**src/rtl/operand_fetch.sv**
```systemverilog
// Operand-fetch / issue stage: register file addressing, writeback bypass,
// pending-write scoreboard with RAW/WAW stalls, and a one-entry issue register.
module operand_fetch #(
  parameter int OPW  = 8,
  parameter int CNTW = 16
) (
  input  logic            clk,
  input  logic            rst,
  input  logic            in_valid,
  output logic            in_ready,
  input  logic [OPW-1:0]  in_op,
  input  logic [4:0]      in_rs1,
  input  logic [4:0]      in_rs2,
  input  logic [4:0]      in_rd,
  input  logic            in_wen,
  output logic [4:0]      rdaddr1,
  output logic [4:0]      rdaddr2,
  input  logic [31:0]     rddata1,
  input  logic [31:0]     rddata2,
  input  logic            wb_valid,
  input  logic [4:0]      wb_addr,
  input  logic [31:0]     wb_data,
  output logic            out_valid,
  input  logic            out_ready,
  output logic [OPW-1:0]  out_op,
  output logic [4:0]      out_rd,
  output logic            out_wen,
  output logic [31:0]     out_a,
  output logic [31:0]     out_b,
  output logic            err,
  output logic [CNTW-1:0] stall_cnt
);

  localparam logic [CNTW-1:0] CNT_MAX = {CNTW{1'b1}};
  localparam logic [CNTW-1:0] CNT_ONE = {{(CNTW-1){1'b0}}, 1'b1};

  function automatic logic [CNTW-1:0] sat_inc(input logic [CNTW-1:0] v);
    return (v == CNT_MAX) ? v : v + CNT_ONE;
  endfunction

  logic            out_valid_q, out_valid_d;
  logic [OPW-1:0]  out_op_q,    out_op_d;
  logic [4:0]      out_rd_q,    out_rd_d;
  logic            out_wen_q,   out_wen_d;
  logic [31:0]     out_a_q,     out_a_d;
  logic [31:0]     out_b_q,     out_b_d;
  logic [31:0]     busy_q,      busy_d;
  logic            err_q,       err_d;
  logic [CNTW-1:0] stall_cnt_q, stall_cnt_d;

  logic        wb_live;
  logic        rs1_hit, rs2_hit, rd_hit;
  logic        rs1_ok, rs2_ok, waw_ok;
  logic        space, ready, accept;
  logic [31:0] opa, opb;

  assign rdaddr1 = in_rs1;
  assign rdaddr2 = in_rs2;

  // Writebacks to r0 are architecturally invisible, so they neither bypass nor clear.
  assign wb_live = wb_valid && (wb_addr != 5'd0);

  assign rs1_hit = wb_live && (wb_addr == in_rs1);
  assign rs2_hit = wb_live && (wb_addr == in_rs2);
  assign rd_hit  = wb_live && (wb_addr == in_rd);

  assign rs1_ok = (in_rs1 == 5'd0) || !busy_q[in_rs1] || rs1_hit;
  assign rs2_ok = (in_rs2 == 5'd0) || !busy_q[in_rs2] || rs2_hit;
  assign waw_ok = !in_wen || (in_rd == 5'd0) || !busy_q[in_rd] || rd_hit;

  assign space  = !out_valid_q || out_ready;
  assign ready  = !rst && space && rs1_ok && rs2_ok && waw_ok;
  assign accept = in_valid && ready;

  // The regfile write lands at the edge, so a same-cycle writeback must be forwarded.
  assign opa = (in_rs1 == 5'd0) ? 32'd0 : (rs1_hit ? wb_data : rddata1);
  assign opb = (in_rs2 == 5'd0) ? 32'd0 : (rs2_hit ? wb_data : rddata2);

  always_comb begin
    out_valid_d = out_valid_q;
    out_op_d    = out_op_q;
    out_rd_d    = out_rd_q;
    out_wen_d   = out_wen_q;
    out_a_d     = out_a_q;
    out_b_d     = out_b_q;
    busy_d      = busy_q;
    err_d       = err_q;
    stall_cnt_d = stall_cnt_q;

    if (accept) begin
      out_valid_d = 1'b1;
      out_op_d    = in_op;
      out_rd_d    = in_rd;
      out_wen_d   = in_wen;
      out_a_d     = opa;
      out_b_d     = opb;
    end else if (out_valid_q && out_ready) begin
      out_valid_d = 1'b0;
    end

    if (wb_live) begin
      if (!busy_q[wb_addr]) err_d = 1'b1;
      busy_d[wb_addr] = 1'b0;
    end
    // Set after clear so a new producer of the retiring register stays pending.
    if (accept && in_wen && (in_rd != 5'd0)) busy_d[in_rd] = 1'b1;

    if (in_valid && !ready) stall_cnt_d = sat_inc(stall_cnt_q);
  end

  always_ff @(posedge clk) begin
    if (rst) begin
      out_valid_q <= 1'b0;
      out_op_q    <= '0;
      out_rd_q    <= 5'd0;
      out_wen_q   <= 1'b0;
      out_a_q     <= 32'd0;
      out_b_q     <= 32'd0;
      busy_q      <= 32'd0;
      err_q       <= 1'b0;
      stall_cnt_q <= '0;
    end else begin
      out_valid_q <= out_valid_d;
      out_op_q    <= out_op_d;
      out_rd_q    <= out_rd_d;
      out_wen_q   <= out_wen_d;
      out_a_q     <= out_a_d;
      out_b_q     <= out_b_d;
      busy_q      <= busy_d;
      err_q       <= err_d;
      stall_cnt_q <= stall_cnt_d;
    end
  end

  assign in_ready  = ready;
  assign out_valid = out_valid_q;
  assign out_op    = out_op_q;
  assign out_rd    = out_rd_q;
  assign out_wen   = out_wen_q;
  assign out_a     = out_a_q;
  assign out_b     = out_b_q;
  assign err       = err_q;
  assign stall_cnt = stall_cnt_q;

endmodule

```
**config.mk**
```make
export PLATFORM = sky130hd
export DESIGN_NAME = operand_fetch
export DESIGN_NICKNAME = d
export VERILOG_FILES = /design/src/rtl/operand_fetch.sv
export SDC_FILE = /design/constraint.sdc
export NUM_CORES = 1
export LEC_CHECK = 0
export ABC_AREA = 1
export CORE_MARGIN = 5
export CORE_UTILIZATION = 40
export CTS_CLUSTER_DIAMETER = 40
export DETAILED_ROUTE_END_ITERATION = 10
export GPL_TIMING_DRIVEN = 1
export HOLD_SLACK_MARGIN = 0.05
export PLACE_DENSITY = 0.74
export SYNTH_ARGS = -nofsm -noshare
export SYNTH_HDL_FRONTEND = slang
export SYNTH_SLANG_ARGS = --single-unit
```
**constraint.sdc**
```tcl
create_clock -name clk -period 2.35 [get_ports clk]
set_clock_uncertainty 0.2 [all_clocks]
set_input_delay 0.47 -clock clk [delete_from_list [all_inputs] [get_ports clk]]
set_output_delay 0.47 -clock clk [all_outputs]
set_load 0.05 [all_outputs]
```
# ---- After elaboration in Yosys (flattened, before gate mapping)
# Cells that the tools add are included.
dict set report totals {
  word_cells 83
  latch_bits 0
  mem_bits_rw 0
  reg_bits 128
  in_bits 130
  output_inout_bits 107
  mem_count 0
  rom_bits 0
}
dict set report op_classes {
  n_reduce_logical 38
  n_lt_le_gt_ge 6
  n_bitwise 5
  add_sub_neg 1
  n_shift 0
  n_div 0
  n_mul 0
  muxes 20
  n_eq_ne 4
}
# operator count
set op_table {}
lappend op_table {{$mux W32} 6}
lappend op_table {{$and A32 B32 Y32} 1}
lappend op_table {{$not A32 Y32} 1}
lappend op_table {{$or A32 B32 Y32} 1}
lappend op_table {{$lt A5 B6 Y1 const B} 4}
lappend op_table {{$bmux W1 S5} 4}
lappend op_table {{$add A16 B1 Y16 const B} 1}
lappend op_table {{$eq A16 B16 Y1 const B} 1}
lappend op_table {{$eq A5 B5 Y1} 3}
lappend op_table {{$logic_and A1 B1 Y1} 15}
lappend op_table {{$logic_not A5 Y1} 3}
lappend op_table {{$demux W1 S5} 2}
lappend op_table {{$ge A5 B1 Y1 const B} 2}
lappend op_table {{$reduce_bool A5 Y1} 2}
lappend op_table {{$logic_or A1 B1 Y1} 8}
lappend op_table {{$mux W1} 8}
lappend op_table {{$logic_not A1 Y1} 7}
lappend op_table {{$reduce_and A2 Y1} 2}
lappend op_table {{$not A1 Y1} 2}
lappend op_table {{$reduce_bool A2 Y1} 1}

# ---- Depth between registers and ports, before layout
dict set report depth {
  depth_word 12
  ltp_mapped 19
  depth_no_buf 16
}

# ---- Worst setup path after synthesis
# OpenSTA, ideal clock, no wires.
dict set report synth_path {
  path_kind {input-to-output}
  from {input port in_rd[0]}
  to {output port in_ready}
  path_slack_ns -0.424
  stages 16
  required_time_ns 1.680
  arrival_time_ns 2.104
  n_path_buf 4
  path_cell_list {buf_4 > buf_2 > nand2_1 > o21ai_0 > nand2_1 > nand2_1 > nand2_1 > nand2_1 > nor2_1 > nand2_1 > nand2_1 > nand3_2 > nand2b_1 > buf_4 > buf_4 > inv_1}
}
dict set report synth_via {
  elab_chain_len 6
  word_cells_on_any_way 10
  cone_classes {1 x eq/ne; 2 x mux; 7 x reduce/logical}
}
# item line_no
set synth_lines {}
lappend synth_lines {{start, declared} 14} ;# input logic [4:0] in_rd,
lappend synth_lines {{$bmux W1 S5} 69} ;# assign waw_ok = !in_wen || (in_rd == 5'd0) || !busy_q[in_rd] || rd_hit;
lappend synth_lines {{$mux W1 (not written as such)} 69}
lappend synth_lines {{$logic_not A1 Y1} 69}
lappend synth_lines {{$logic_or A1 B1 Y1} 69}
lappend synth_lines {{$logic_or A1 B1 Y1 *} 69}
lappend synth_lines {{$logic_and A1 B1 Y1 *} 72} ;# assign ready = !rst && space && rs1_ok && rs2_ok && waw_ok;
lappend synth_lines {{end, declared} 10} ;# output logic in_ready,
# Mark *: on every way between the ends. The rest lies on a longest branch, timed or not. The select of a mux whose other input is x is not followed.

# ---- Worst setup path in the final report
# Ends and elaborated chain as after synthesis.

==> flow_results.org <==
** CTS
- Clock-pin slew was measured on the worst setup and hold paths at 0.06 ns.
- Buffer depth of the longest clock path :: 2
- TritonCTS built the clock tree.
- Number of hold-repair buffers added at the cts stage :: 0
- Cell at the root of the clock tree :: clkbuf_16
- CTS saw 128 sinks.
- Maximum level of the CTS H-tree :: 4
- The later pin in the worst-skew pair is clocked with a latency of 0.42 ns.
- Total CTS buffers :: 17

** Global routing
- The initial antenna violation count is 2.
- Entering global routing, the biggest net connects 63 pins.
- Global routing used 30.3% of the available tracks across all layers.
- Remaining global-route overflow :: 0
- First-pass GRT wire length :: 53300 µm
- The via count of the first global-routing pass was 9819.

** Worst setup path
- The critical path in this run is classified as in -> out.
- Max incr delay on CP :: 0.21 ns
- Number of buffer and inverter instances along the worst setup path :: 4
- Arrival time reported for the critical path endpoint :: 2.00 ns
- The most numerous cell type found on the critical path is nand2_1.
- Of all nets on the critical path, the largest fanout is 12.
- Reg-to-reg slack, setup :: -0.24 ns
- Worst EP required :: 1.68 ns
- Kind of end point of the critical path :: output pin
- The slowest stage of the critical path is the buf_2 cell.
- The kind of cell with the highest combined delay along the critical path is simple AND/OR/NAND/NOR gates.
- Cell Chain, Critical Path :: buf_2 -> buf_12 -> nand2_1 -> o21ai_1 -> nand2_1 -> nand2_2 -> nand2_2 -> nand2_1 -> nor2_1 -> nand2_1 -> nand2_2 -> nand3_2 -> nand2b_4 -> clkinvlp_4 -> buf_12
- Nature of the critical path startpoint :: input pin

** Yosys
- Top cells by area in the synthesized netlist :: dfxtp_1 (33%), nand2_1 (18%), a21oi_1 (9.4%), nor2_1 (8.8%), o21ai_0 (7.2%)
- Register area share after synthesis :: 33.0%
- Flop and latch count out of synthesis :: 128
- Area share of the largest cell type after synthesis :: 33.0%
- Cell area after synthesis :: 7760 µm²
- In the synthesized netlist the dominant register cell turns out to be dfxtp_1.
- Distinct cell type count after synthesis :: 34
- Synth Area per Inst :: 6.10 µm²
- Synth async-reset ratio :: 0%
- During synthesis, Yosys emitted a total of 0 warnings.
- After technology mapping, the gate count stands at 1273.
- Summed over all instances, the cell type with the most area after synthesis is dfxtp_1.
- Total nets after synthesis :: 1404
- Post-synth EDFFs :: 0

** Timing
- Maximum clock rate :: 375 MHz
- RSZ-0062 raised after global routing :: yes
- Max transition margin :: 60.6%
- Period Utilization, post-route :: 113%
- The worst path in the final design needs a cycle of 2.67 ns, including I/O delays and setup.
- Max-slew violations :: 0
- In the post-route analysis, the smallest setup slack over all paths is -0.315 ns.
- For the pin with the worst max-slew slack, the measured transition is 0.590 ns.
- The number of hold violations in the final report came to 0.
- Setup violations remaining at the end of the flow were counted as 111.

** Die
- From bottom edge to top edge, the die measures 149 µm.
- Floorplan die area :: 22300 µm²
- For this design the top-level I/O count stands at 237.
- Core Region :: 19300 µm²
- Total number of placement rows :: 51
- Once the floorplan was initialized, standard cells occupied 40.3% of the core.
- The floorplan step set the die width to 149 µm.

** Power
- The worst-case IR drop observed on VDD is 0.000506 V.
- Lkg Pwr :: 5.50 nW
- Power spread over the standard cell area amounts to 512 nW/µm².

** Layout
- Utilization after layout :: 69.9%
- Commonest cells after routing, fill and taps aside :: nand2_1 (329), clkdlybuf4s50_1 (194), nor2_1 (131)
- Fraction of final layout cells sized beyond drive strength 1 :: 26.9%
- The library cell used most frequently in the layout, excluding fill and tap cells, is nand2_1.
- Relative to the synthesized area, the layout overhead comes to 73.5%.
- Layout Nets :: 1739
- Post-route non-filler standard cell count :: 1887
- Layout fillers :: 1583

** Drt
- Post-DRT Antenna Nets :: 0
- After the first detailed-routing iteration, the DRC count stood at 860.
- In the routed layout, each cell is associated on average with a via count of 5.47.
- Post-detailed-route DRC marker count :: 0
- Number of search-and-repair iterations in the first detailed-routing pass :: 6
- Number of vias in the routed layout :: 10320
- Avg WL per Cell :: 19.2 µm
- Total routed wirelength :: 36200 µm

** Status
- Violations in the final reports :: setup timing
- The flow ran to the end, but the final reports show violations.

** Placement
- Routability-driven placement finished with a final weighted congestion of 1.05.
- Port buffering added 236 buffers.
- The HPWL after detailed placement is 24000 µm.
- Setup slack at placement :: -0.852 ns
- Placed Instances :: 1803

** Run
- Max-Cap Viols :: 0

** Hold path
- Path category of the worst min-delay check :: reg -> reg
cells by family (layout without fill, tap and decap cells):
kind of cell | after synthesis | after routing | share of synthesized area, %
xor+xnor | 21 | 21 | 2.37
compound gates | 280 | 280 | 18.7
buf+inv | 175 | 522 | 10.0
simple gates | 668 | 669 | 35.7
flops | 128 | 128 | 33.0
fa+ha+maj | 1 | 1 | 0.161
other cells | 0 | 1 | 0
metrics by stage:
| step | area, µm² | total power [mW] | TNS, ns | hold WS, ns |
|---|---|---|---|---|
| 2_1_floorplan | 7860 | 3.16 | -1.35 | 0.250 |
| 3_3_place_gp | 11200 | 3.89 | -94.40 | 0.247 |
| 3_5_place_dp | 11200 | 3.89 | -98.43 | 0.253 |
| 4_1_cts | 12800 | 6.74 | -18.43 | 0.262 |
| 5_1_grt | 13500 | 7.10 | -29.03 | 0.289 |
| 6_report | 13500 | 6.90 | -17.72 | 0.272 |
report_power, final:
group,internal (mW),leakage (nW),switching (mW)
Clock,1.60,0.274,1.06
Sequential,2.25,1.04,0.0588
Combinational,0.844,4.18,1.08
sequential cells by signal, summed over array words and instances (netlist names):
register	flops
err	1
busy_q	32
out_op	8
out_rd	5
out_a	32
stall_cnt	16
out_b	32
out_valid	1
out_wen	1
repair_timing:
item / 4_1_cts / 5_1_grt
pin swaps: 47 / 66
gates cloned: 16 / 4
resized for setup: 142 / 249
endpoints found under the setup margin: 133 / 129
buffers inserted: 30 / 10
final cells by class:
cell class / instances / area, µm² / area share, %
timing repair buffer: 413 / 4440 / 32.9
clock inverter: 11 / 131 / 0.975
multi-input combinational: 971 / 5190 / 38.6
inverter: 76 / 324 / 2.41
tap: 265 / 332 / 2.46
clock buffer: 21 / 450 / 3.34
sequential: 128 / 2580 / 19.2
antenna: 1 / 2.50 / 0.0186
timing repair inverter: 1 / 16.3 / 0.121
per-layer routing:
| metal | global-route usage, % | wire (µm) |
|---|---|---|
| met1 | 37.8 | 13900 |
| met2 | 49.9 | 17100 |
| met3 | 7.81 | 3580 |
| met4 | 12.3 | 1560 |
| met5 | 0 | 11 |
worst register-to-register path, delay by kind of cell (launching register included):
family	cells	cell delay, ns
buf+inv	7	0.93
simple gates	11	0.89
flops	1	0.32
compound gates	2	0.19
cell usage after synthesis, drive strengths merged (9+ instances only):
master / n
a21oi: 146
inv: 76
nor2: 183
buf: 48
clkbuf: 51
nor3: 20
nand3: 48
nand4: 50
o21ai: 112
o211ai: 10
dfxtp: 128
xor2: 9
xnor2: 12
nand2: 364
worst paths after layout:
path	to	start	cells after the start
max	in_ready	in_rd[0]	15
min	out_b[28]$_SDFFE_PP0P_	out_b[28]$_SDFFE_PP0P_	2
max reg2reg	out_a[1]$_SDFFE_PP0P_	busy_q[17]$_SDFF_PP0_	20
min reg2reg	out_b[28]$_SDFFE_PP0P_	out_b[28]$_SDFFE_PP0P_	2
(Power assumes the default switching activity.)
